`src/rtl/hazard_stall_ctrl.sv`:
```
// ID-stage hazard detector and stall sequencer for the 5-stage MIPS core.
// Drives bubble select, PC/IF-ID write enables and IF/ID flush, and counts stall and flush events.
module hazard_stall_ctrl #(
    parameter int NB_REG = 5,
    parameter int NB_CNT = 32
) (
    input  logic              i_clk,
    input  logic              i_reset,
    input  logic              is_enable,
    input  logic [NB_REG-1:0] is_id_rs,
    input  logic [NB_REG-1:0] is_id_rt,
    input  logic              is_id_uses_rt,
    input  logic              is_id_branch,
    input  logic              is_id_jump_taken,
    input  logic              is_id_halt,
    input  logic              is_idex_MemRead,
    input  logic              is_idex_RegWrite,
    input  logic [NB_REG-1:0] is_idex_wreg,
    input  logic              is_exmem_MemRead,
    input  logic [NB_REG-1:0] is_exmem_wreg,
    output logic              os_ctrl_select,
    output logic              os_pc_write,
    output logic              os_ifid_write,
    output logic              os_ifid_flush,
    output logic              os_halted,
    output logic [NB_CNT-1:0] os_stall_count,
    output logic [NB_CNT-1:0] os_flush_count
);

    typedef enum logic [1:0] {
        ST_RUN    = 2'd0,
        ST_STALL2 = 2'd1,
        ST_HALT   = 2'd2
    } state_t;

    state_t            state_r;
    state_t            state_next_s;
    logic [NB_CNT-1:0] stall_count_r;
    logic [NB_CNT-1:0] flush_count_r;
    logic              h2_s;
    logic              h1_s;
    logic              stall_ev_s;
    logic              flush_ev_s;

    // Register 0 is hard-wired zero, so it can never be a true dependency.
    function automatic logic reg_match(input logic [NB_REG-1:0] r,
                                       input logic [NB_REG-1:0] rs,
                                       input logic [NB_REG-1:0] rt,
                                       input logic              uses_rt);
        return (r != {NB_REG{1'b0}}) && ((r == rs) || (uses_rt && (r == rt)));
    endfunction

    function automatic logic [NB_CNT-1:0] sat_inc(input logic [NB_CNT-1:0] v);
        return (v == {NB_CNT{1'b1}}) ? v : v + {{(NB_CNT-1){1'b0}}, 1'b1};
    endfunction

    // Hazard classification from the ID sources against in-flight EX/MEM destinations.
    always_comb begin
        logic ex_hit_s;
        logic mem_hit_s;
        ex_hit_s  = reg_match(is_idex_wreg, is_id_rs, is_id_rt, is_id_uses_rt);
        mem_hit_s = reg_match(is_exmem_wreg, is_id_rs, is_id_rt, is_id_uses_rt);
        h2_s = is_id_branch && is_idex_MemRead && ex_hit_s;
        h1_s = (is_idex_MemRead && ex_hit_s && !h2_s)
            || (is_id_branch && is_idex_RegWrite && !is_idex_MemRead && ex_hit_s)
            || (is_id_branch && is_exmem_MemRead && mem_hit_s);
    end

    // Next-state and pipeline-control outputs; everything defaults to frozen.
    always_comb begin
        state_next_s   = state_r;
        os_ctrl_select = 1'b0;
        os_pc_write    = 1'b0;
        os_ifid_write  = 1'b0;
        os_ifid_flush  = 1'b0;
        stall_ev_s     = 1'b0;
        flush_ev_s     = 1'b0;
        if (!i_reset) begin
            state_next_s = ST_RUN;
        end else if (!is_enable) begin
            state_next_s = state_r;
        end else begin
            case (state_r)
                ST_RUN: begin
                    // A halting instruction neither advances nor counts as a bubble.
                    if (is_id_halt) begin
                        state_next_s = ST_HALT;
                    end else if (h2_s) begin
                        stall_ev_s   = 1'b1;
                        state_next_s = ST_STALL2;
                    end else if (h1_s) begin
                        stall_ev_s   = 1'b1;
                    end else begin
                        os_ctrl_select = 1'b1;
                        os_pc_write    = 1'b1;
                        os_ifid_write  = 1'b1;
                        os_ifid_flush  = is_id_jump_taken;
                        flush_ev_s     = is_id_jump_taken;
                    end
                end
                ST_STALL2: begin
                    stall_ev_s   = 1'b1;
                    state_next_s = ST_RUN;
                end
                ST_HALT: begin
                    state_next_s = ST_HALT;
                end
                default: begin
                    state_next_s = ST_RUN;
                end
            endcase
        end
    end

    // State and saturating event counters, advanced only while enabled.
    always_ff @(posedge i_clk or negedge i_reset) begin
        if (!i_reset) begin
            state_r       <= ST_RUN;
            stall_count_r <= {NB_CNT{1'b0}};
            flush_count_r <= {NB_CNT{1'b0}};
        end else if (is_enable) begin
            state_r <= state_next_s;
            if (stall_ev_s) begin
                stall_count_r <= sat_inc(stall_count_r);
            end
            if (flush_ev_s) begin
                flush_count_r <= sat_inc(flush_count_r);
            end
        end else begin
            state_r       <= state_r;
            stall_count_r <= stall_count_r;
            flush_count_r <= flush_count_r;
        end
    end

    assign os_halted      = (state_r == ST_HALT);
    assign os_stall_count = stall_count_r;
    assign os_flush_count = flush_count_r;

endmodule

```
`config.mk`:
```
export PLATFORM = sky130hd
export DESIGN_NAME = hazard_stall_ctrl
export DESIGN_NICKNAME = d
export VERILOG_FILES = /design/src/rtl/hazard_stall_ctrl.sv
export SDC_FILE = /design/constraint.sdc
export NUM_CORES = 1
export LEC_CHECK = 0
export ABC_AREA = 1
export CAP_MARGIN = 20
export CORE_MARGIN = 2
export CORE_UTILIZATION = 57
export CTS_BUF_LIST = sky130_fd_sc_hd__clkbuf_4 sky130_fd_sc_hd__clkbuf_8
export DETAILED_ROUTE_END_ITERATION = 16
export PLACE_DENSITY = 0.9
export SYNTH_ARGS = -nofsm -noshare
export SYNTH_HDL_FRONTEND = slang
export SYNTH_SLANG_ARGS = --single-unit
```
`constraint.sdc`:
```
create_clock -name i_clk -period 2.9 [get_ports i_clk]
set_input_delay 0.58 -clock i_clk [delete_from_list [all_inputs] [get_ports i_clk]]
set_output_delay 0.58 -clock i_clk [all_outputs]
set_load 0.03 [all_outputs]
```
* Word-level counts from Yosys, hierarchy flattened
Cells that the tools add are included.
Widths: inputs -> output; s select.
** Operators by class
- Multiplexer cells :: 22
- Order comparisons :: 0
- Eq/ne operators :: 9
- Reductions and logical operators :: 25
- Shifts and indexed selects :: 0
- $add $sub $neg :: 2
- Bitwise operators :: 2
- Div/mod/pow operators :: 0
- Multipliers :: 0
** Operators by type and width (number)
- $add 32x1->32 const B :: 2
- $eq 32x32->1 const B :: 2
- $eq 5x5->1 :: 4
- $mux 1 :: 17
- $logic_and 1x1->1 :: 13
- $reduce_bool 5->1 :: 2
- $mux 2 :: 3
- $reduce_and 3->1 :: 2
- $logic_or 1x1->1 :: 4
- $ne 4x4->1 const B :: 1
- $pmux 2 s2 :: 1
- $eq 2x1->1 const B :: 1
- $eq 2x2->1 const B :: 1
- $logic_not 1->1 :: 2
- $logic_not 2->1 :: 1
- $not 1->1 :: 2
- $pmux 1 s2 :: 1
- $reduce_and 2->1 :: 1
** Storage, ports and cells
- Input bits :: 30
- Register bits after elaboration :: 66
- Word-level logic and storage cells :: 63
- ROM bits :: 0
- Latch bits :: 0
- Output and inout port bits :: 69
- Memories :: 0
- Memory bits (writable) :: 0

* Depth between registers and ports, before layout
Gate-level depths: netlist (run 1).
- Depth in word-level cells :: 16
- Depth in mapped cells :: 14
- Gate-level depth less buffers :: 13

* Least setup slack after synthesis (run 1)
OpenSTA, ideal clock, no wires.
- Path type :: in2reg
- From :: input port is_exmem_wreg[2]
- To :: register flush_count_r[2] (netlist: os_flush_count[2])
- Setup slack :: 753 ps
- Cell stages on the path :: 11
- Data required time :: 2781 ps
- Arrival time :: 2028 ps
- Library setup time :: 119 ps
- Buffers on the path :: 1
- Path through :: nor3_1 nand3_1 nand3_1 inv_1 nand2_1 nand3_1 nor2_1 nand2_2 buf_6 nand2_1 nand2_1
** On the way
- Longest elaborated chain between the ends :: 13
- Elaborated cells between the ends (all ways) :: 15
- Those cells by class :: 2 x eq/ne; 6 x mux; 7 x reduce/logical
** Ends and longest elaborated chain
- from (decl) :: line 20 : input logic [NB_REG-1:0] is_exmem_wreg,
- $eq 5x5->1 :: line 50 : return (r != {NB_REG{1'b0}}) && ((r == rs) || (uses_rt && (r == rt)));
- $logic_and 1x1->1 :: line 50
- $logic_or 1x1->1 :: line 50
- $logic_and 1x1->1 * :: line 50
- $logic_and 1x1->1 * :: line 66 : || (is_id_branch && is_exmem_MemRead && mem_hit_s);
- $logic_or 1x1->1 * :: line 66
- $mux 1 * (6 in series)
- named net os_ifid_flush :: line 24 : output logic os_ifid_flush,
- $reduce_and 3->1 (no source line) *
- to (signal assigned) :: line 120 : flush_count_r <= {NB_CNT{1'b0}};
- to (signal assigned) :: line 127 : flush_count_r <= sat_inc(flush_count_r);
- to (signal assigned) :: line 132 : flush_count_r <= flush_count_r;
- to (decl) :: line 39 : logic [NB_CNT-1:0] flush_count_r;
The timed path passes the listed nets; every way through them passes the cells marked *.
A chain may end at the register's enable or synchronous reset.

* Worst setup path in the final report (run 1)
- From :: input port is_idex_wreg[2]
- To :: output port os_ifid_flush
** On the way
- Longest elaborated chain between the ends :: 15
- Elaborated cells between the ends (all ways) :: 19
- Those cells by class :: 2 x eq/ne; 6 x mux; 11 x reduce/logical
** Ends and longest elaborated chain
- from (decl) :: line 18 : input logic [NB_REG-1:0] is_idex_wreg,
- $eq 5x5->1 :: line 50
- $logic_and 1x1->1 :: line 50
- $logic_or 1x1->1 :: line 50
- $logic_and 1x1->1 * :: line 50
- $logic_and 1x1->1 :: line 63 : h2_s = is_id_branch && is_idex_MemRead && ex_hit_s;
- $logic_not 1->1 :: line 64 : h1_s = (is_idex_MemRead && ex_hit_s && !h2_s)
- $logic_and 1x1->1 :: line 64
- $logic_or 1x1->1 :: line 65 : || (is_id_branch && is_idex_RegWrite && !is_idex_MemRead && ex_hit_s)
- $logic_or 1x1->1 :: line 66
- $mux 1 :: line 91 : end else if (h1_s) begin
- $mux 1 * :: line 88 : end else if (h2_s) begin
- $mux 1 * :: line 86 : if (is_id_halt) begin
- $mux 1 * :: line 83 : case (state_r)
- $mux 1 * :: line 80 : end else if (!is_enable) begin
- $mux 1 * :: line 78 : if (!i_reset) begin
- to (decl) :: line 24
Every way passes the cells marked *; elsewhere a longest branch is shown, timed or not.

==> metrics.csv, run 1 <==
metric,value,unit
status,finished clean,
cell count of the worst reg-to-reg path,9,
Max-slew headroom,0.448,
P per Cell Area,382,nW/µm²
root buffer cell,clkbuf_8,
"Slowest-stage cell, CP",clkdlybuf4s50_1,
vias per cell,5.38,
r2r endpoint,os_flush_count[4],
CORE AREA,8090,µm²
initial antenna violation count,0,
share of cells above drive strength 1,0.0613,
gpl congestion,0.977,
ANT nets after route,0,
first-pass GRT wire length,22100,µm
Synth top cells by count,"295 x nand2_1, 67 x nor2_1, 66 x dfrtp_1",
CP peak stage delay,510,ps
DR DRC count,0,
Worst Path Required,2320,ps
# rows,33,
crit end category,output pin,
Critical Path Source Type,input port,
setup total negative slack,0,ps
Reg-to-Reg Start,os_flush_count[18],
unrepaired setup endpoints after global routing,false,
crit-path cells,clkdlybuf4s50_1 > inv_1 > nor2_1 > nor2_1 > nand3_1 > nand2_1 > nand3_1 > nand3_1 > nor2_1 > buf_4,
clk slew on worst S/H paths,80,ps
hold buffers post-CTS,0,
Post-CTS Resized,0,
"Clk Latency, worst-skew pair",350,ps
critical path class,in -> out,
Post-CTS Setup Bufs,0,
number of global-route vias before repair,4795,
"Arr. time, crit path",2110,ps
Static Leak,2.91,nW
Min Hold Slack,487,ps
"area leader, netlist",dfrtp_1,
Yosys top cell area share,0.353,
"Seq/Total Area, Yosys",0.353,
die area,8950,µm²
largest net degree at the start of global routing,67,
Yosys warnings,0,
most common flop cell mapped by yosys,dfrtp_1,
Num CTS Buffers,9,
fin crit period,2690,ps
WL/cell,14.8,µm
GR Util All Layers,0.313,
Hold WC Path Type,in -> async,
final worst path period share,0.929,
clk buf depth,2,
grt total ovfl,0,
CP top delay family,buffers and inverters,
Initial Utilization,0.578,
Iter 0 DRT Violations,295,
CTS HTree Levels,3,
DIE WIDTH,94.6,µm
via count,4859,
# diodes,0,
Final Util,0.734,
drt total wl,13400,µm
PortBufs,98,
Cells after Synth,696,
number of enable flip-flop cells after synthesis,0,
most frequent cell after synthesis,nand2_1,
post-detail-place hpwl,10100,µm
worst-case clock skew,7.89,ps
Layout Nets,826,
fraction of registers with async set/reset,1.00,
final setup fails,0,
area grow syn2layout,27.0,%
Netlist cell types,29,
Max Clock Freq,0.371,GHz
# IOs,99,
Slew Limit Fails,0,
Syn Nets,728,
crit-path max FO,3,
Worst VDD drop,0.000224,V
synthesized cell area,4680,µm²
drt pass-1 iters,5,
number of synthesized register bits,66,
largest cells by area after synthesis,"dfrtp_1 35%, nand2_1 24%, xor2_1 8.6%",
Bufs and invs on worst path,3,
reg2reg setup slack,820,ps
Final Hold Vio Count,0,
worst slew pin tran,827,ps
# fillers,681,
Synth Area per Inst,6.72,µm²
clock sinks,66,
CTS tree,built,
Die Height,94.6,µm
Worst setup startpoint,is_idex_wreg[2],
MaxCap Viol Count,0,
per-layer routing:
metal	vias up	track usage	wire, µm
met5	-	0	0
met4	0	0.155	558
met3	47	0.0383	589
met2	179	0.555	6740
met1	2260	0.372	5480
li1	2373	-	-
metrics by stage:
step	total power [W]	instance area, µm²	worst slack [ps]	instances
2_1_floorplan	0.00114	4680	753	696
3_3_place_gp	0.00128	5690	264	888
3_5_place_dp	0.00129	5690	222	888
4_1_cts	0.00227	5940	220	904
5_1_grt	0.00234	5940	99.4	904
6_report	0.00227	5940	205	904
how the worst max path moves through the flow:
stage,endpoint,slack (ps),depth (start not counted)
final,os_ifid_flush,210,10
after global routing,os_ifid_flush,100,10
after CTS,os_ifid_flush,220,10
after floorplan,os_flush_count[2],750,11
after detailed placement,os_ifid_flush,220,10
after global placement,os_ifid_flush,260,10
kinds of logic (layout without fill, tap and decap cells):
| group | after synthesis | count (layout) | synth area share |
|---|---|---|---|
| adders and majority gates | 2 | 2 | 0.00535 |
| DFF | 66 | 66 | 0.353 |
| buffers and inverters | 75 | 178 | 0.0746 |
| AOI/OAI and AO/OA | 10 | 10 | 0.0144 |
| and+or+nand+nor | 480 | 480 | 0.435 |
| xor gates and xnor gates | 63 | 63 | 0.118 |
layout make-up:
cell class / instances / area, µm² / share of cell area
multi-input cells: 555 / 2680 / 0.451
inverters: 57 / 214 / 0.0360
flip-flops and latches: 66 / 1650 / 0.278
repair buffers: 105 / 1020 / 0.171
clock buffers: 9 / 124 / 0.0208
clock inverters: 7 / 125 / 0.0211
well taps: 105 / 131 / 0.0221
sequential cells by signal (all words and copies together), names as in the netlist:
| signal | cells |
|---|---|
| state_r | 2 |
| os_stall_count | 32 |
| os_flush_count | 32 |
cells in the final DEF, fill, tap and decap left out, types with 5 or more instances in the layout:
cell type and instances:
buf_4 11, clkbuf_8 9, clkdlybuf4s50_1 93, dfrtp_1 66, inv_1 50, inv_2 7
nand2_1 295, nand3_1 55, nand4_1 11, nor2_1 67, nor3_1 36, o21ai_0 5
xnor2_1 17, xor2_1 46
power by group:
group          switching, W  internal [W]
logic              0.000178      0.000115
registers         0.0000445      0.000939
clock network      0.000412      0.000579
total              0.000634       0.00163
Note: power is estimated with default switching activity, not from simulation.
==> inputs of run 2 (changes only) <==
Settings changed: CORE_UTILIZATION 57 to 56, CTS_BUF_LIST sky130_fd_sc_hd__clkbuf_4 sky130_fd_sc_hd__clkbuf_8 to sky130_fd_sc_hd__clkbuf_16, GPL_TIMING_DRIVEN set to 0, PLACE_DENSITY 0.9 to 0.89.
==> metrics.csv, run 2 (synthesized netlist as in run 1, its figures left out) <==
metric,value,unit,change
Static Leak,3.02,nW,+3.9%
DR DRC count,0,,unchanged
"Clk Latency, worst-skew pair",340,ps,about the same
via count,4966,,+2.2%
critical path class,in -> out,,
crit-path max FO,3,,unchanged
Initial Utilization,0.572,,-0.00584
"most common cell after layout, fill and taps aside",nand2_1,,
DIE WIDTH,95.4,µm,+0.85%
Hold WC Path Type,in -> async,,
initial antenna violation count,0,,unchanged
die area,9100,µm²,+1.7%
worst-case clock skew,6.67,ps,-1.23 ps
MaxCap Viol Count,0,,unchanged
worst slew pin tran,613,ps,-214 ps
# diodes,0,,unchanged
status,finished clean,,
area grow syn2layout,30.6,%,
"commonest cells after routing, fill and taps aside","295 x nand2_1, 91 x clkdlybuf4s50_1, 67 x nor2_1",,
ANT nets after route,0,,unchanged
grt total ovfl,0,,unchanged
# rows,33,,unchanged
Layout Nets,837,,+1.3%
WL/cell,15.1,µm,+1.8%
final worst path period share,0.959,,+0.0298
clk slew on worst S/H paths,60,ps,-20 ps
drt pass-1 iters,5,,unchanged
total area of sequential cells,1650,µm²,unchanged
CORE AREA,8180,µm²,+1.0%
first-pass GRT wire length,22900,µm,+3.7%
root buffer cell,clkbuf_16,,
"Arr. time, crit path",2200,ps,+90 ps
Max-slew headroom,0.591,,+0.143
Slew Limit Fails,0,,unchanged
Max Clock Freq,0.360,GHz,-3.1%
Post-CTS Setup Bufs,0,,unchanged
Iter 0 DRT Violations,240,,-19%
Final Hold Vio Count,0,,unchanged
clock sinks,66,,unchanged
drt total wl,13800,µm,+3.0%
CTS HTree Levels,3,,unchanged
post-detail-place hpwl,10500,µm,+4.2%
Worst VDD drop,0.000305,V,+36%
Critical Path Source Type,input port,,
unrepaired setup endpoints after global routing,false,,
setup total negative slack,0,ps,unchanged
largest net degree at the start of global routing,69,,+3.0%
final setup fails,0,,unchanged
gpl congestion,0.946,,-3.2%
share of cells above drive strength 1,0.0753,,+0.0140
# IOs,99,,unchanged
number of global-route vias before repair,4908,,+2.4%
crit end category,output pin,,
Multi-input gate area,2690,µm²,+0.37%
clk buf depth,2,,unchanged
PortBufs,98,,unchanged
CTS tree,built,,
hold buffers post-CTS,0,,unchanged
Worst Path Required,2320,ps,about the same
Die Height,95.4,µm,+0.85%
vias per cell,5.43,,+0.97%
P per Cell Area,403,nW/µm²,+5.7%
GR Util All Layers,0.324,,+0.0117
# fillers,645,,-5.3%
Final Util,0.747,,+0.0129
fin crit period,2780,ps,+86.5 ps
Num CTS Buffers,9,,unchanged
run 2: changes by cell type in the layout (fill, tap and decap cells not counted), moves of 2 or more:
| cell | previous run | this run |
|---|---|---|
| clkbuf_16 | 0 | 9 |
| dlymetal6s2s_1 | 0 | 2 |
| buf_2 | 1 | 11 |
| buf_4 | 11 | 4 |
| buf_6 | 0 | 7 |
| clkbuf_8 | 9 | 0 |
| nand3_1 | 55 | 53 |
| nand3_2 | 0 | 2 |
| clkdlybuf4s50_1 | 93 | 91 |
run 2: worst max-delay path, stage by stage:
cell             delay (ps)
clkdlybuf4s50_1         540
inv_2                    70
nand2_1                  70
nand2_1                  60
nor2_1                  150
nand3_1                  90
nand2_1                 100
nand3_2                 110
nand3_2                  80
inv_1                    60
buf_4                   130
buf_2                   170
run 2: layout make-up:
cell class / count / share of cell area
clock buffer: 9 / 0.0369
tap: 105 / 0.0215
sequential: 66 / 0.270
multi-input combinational: 555 / 0.440
inverter: 57 / 0.0350
timing repair buffer: 98 / 0.159
buffer: 18 / 0.0221
clock inverter: 7 / 0.0154
run 2: timing repair:
| item | CTS | global route |
|---|---|---|
| setup endpoints to repair | 4 | 4 |
| gates cloned | 0 | 0 |
| resized for setup | 11 | 9 |
run 2: through the flow:
step | instances | hold slack (ps) | worst slack (ps) | power, W | instance area, µm²
finish | 915 | 227 | 119 | 0.00246 | 6110
global route | 915 | 294 | 19.6 | 0.00255 | 6110
CTS | 915 | 385 | 24.5 | 0.00247 | 6100
detailed placement | 899 | 493 | -331 | 0.00130 | 5790
global placement | 899 | 486 | -2360 | 0.00128 | 5790
floorplan | 696 | 284 | 753 | 0.00114 | 4680
run 2: metal layers:
| metal | GRT usage | vias up | routed length (µm) |
|---|---|---|---|
| li1 | - | 2406 | - |
| met1 | 0.391 | 2289 | 5420 |
| met2 | 0.558 | 226 | 6940 |
| met3 | 0.0545 | 45 | 842 |
| met4 | 0.164 | 0 | 575 |
| met5 | 0 | - | 0 |
run 2: worst paths after layout:
kind,from,to,slack [ps],cells after the start
max in group asynchronous,i_reset,os_stall_count[26],2230,1
min in group i_clk,os_flush_count[31],os_flush_count[31],500,2
worst min-delay path,i_reset,os_flush_count[7],230,1
worst max-delay path,is_idex_wreg[0],os_ifid_write,120,12
worst max register to register,os_flush_count[17],os_flush_count[18],870,10
worst min register to register,os_flush_count[31],os_flush_count[31],500,2
run 2: where the power goes:
group	internal, W	switching, W	leakage, nW	total, W
clock	0.000751	0.000430	0.153	0.00118
combinational	0.000118	0.000179	1.95	0.000297
sequential	0.000941	0.0000454	0.917	0.000987
total	0.00181	0.000654	3.02	0.00246
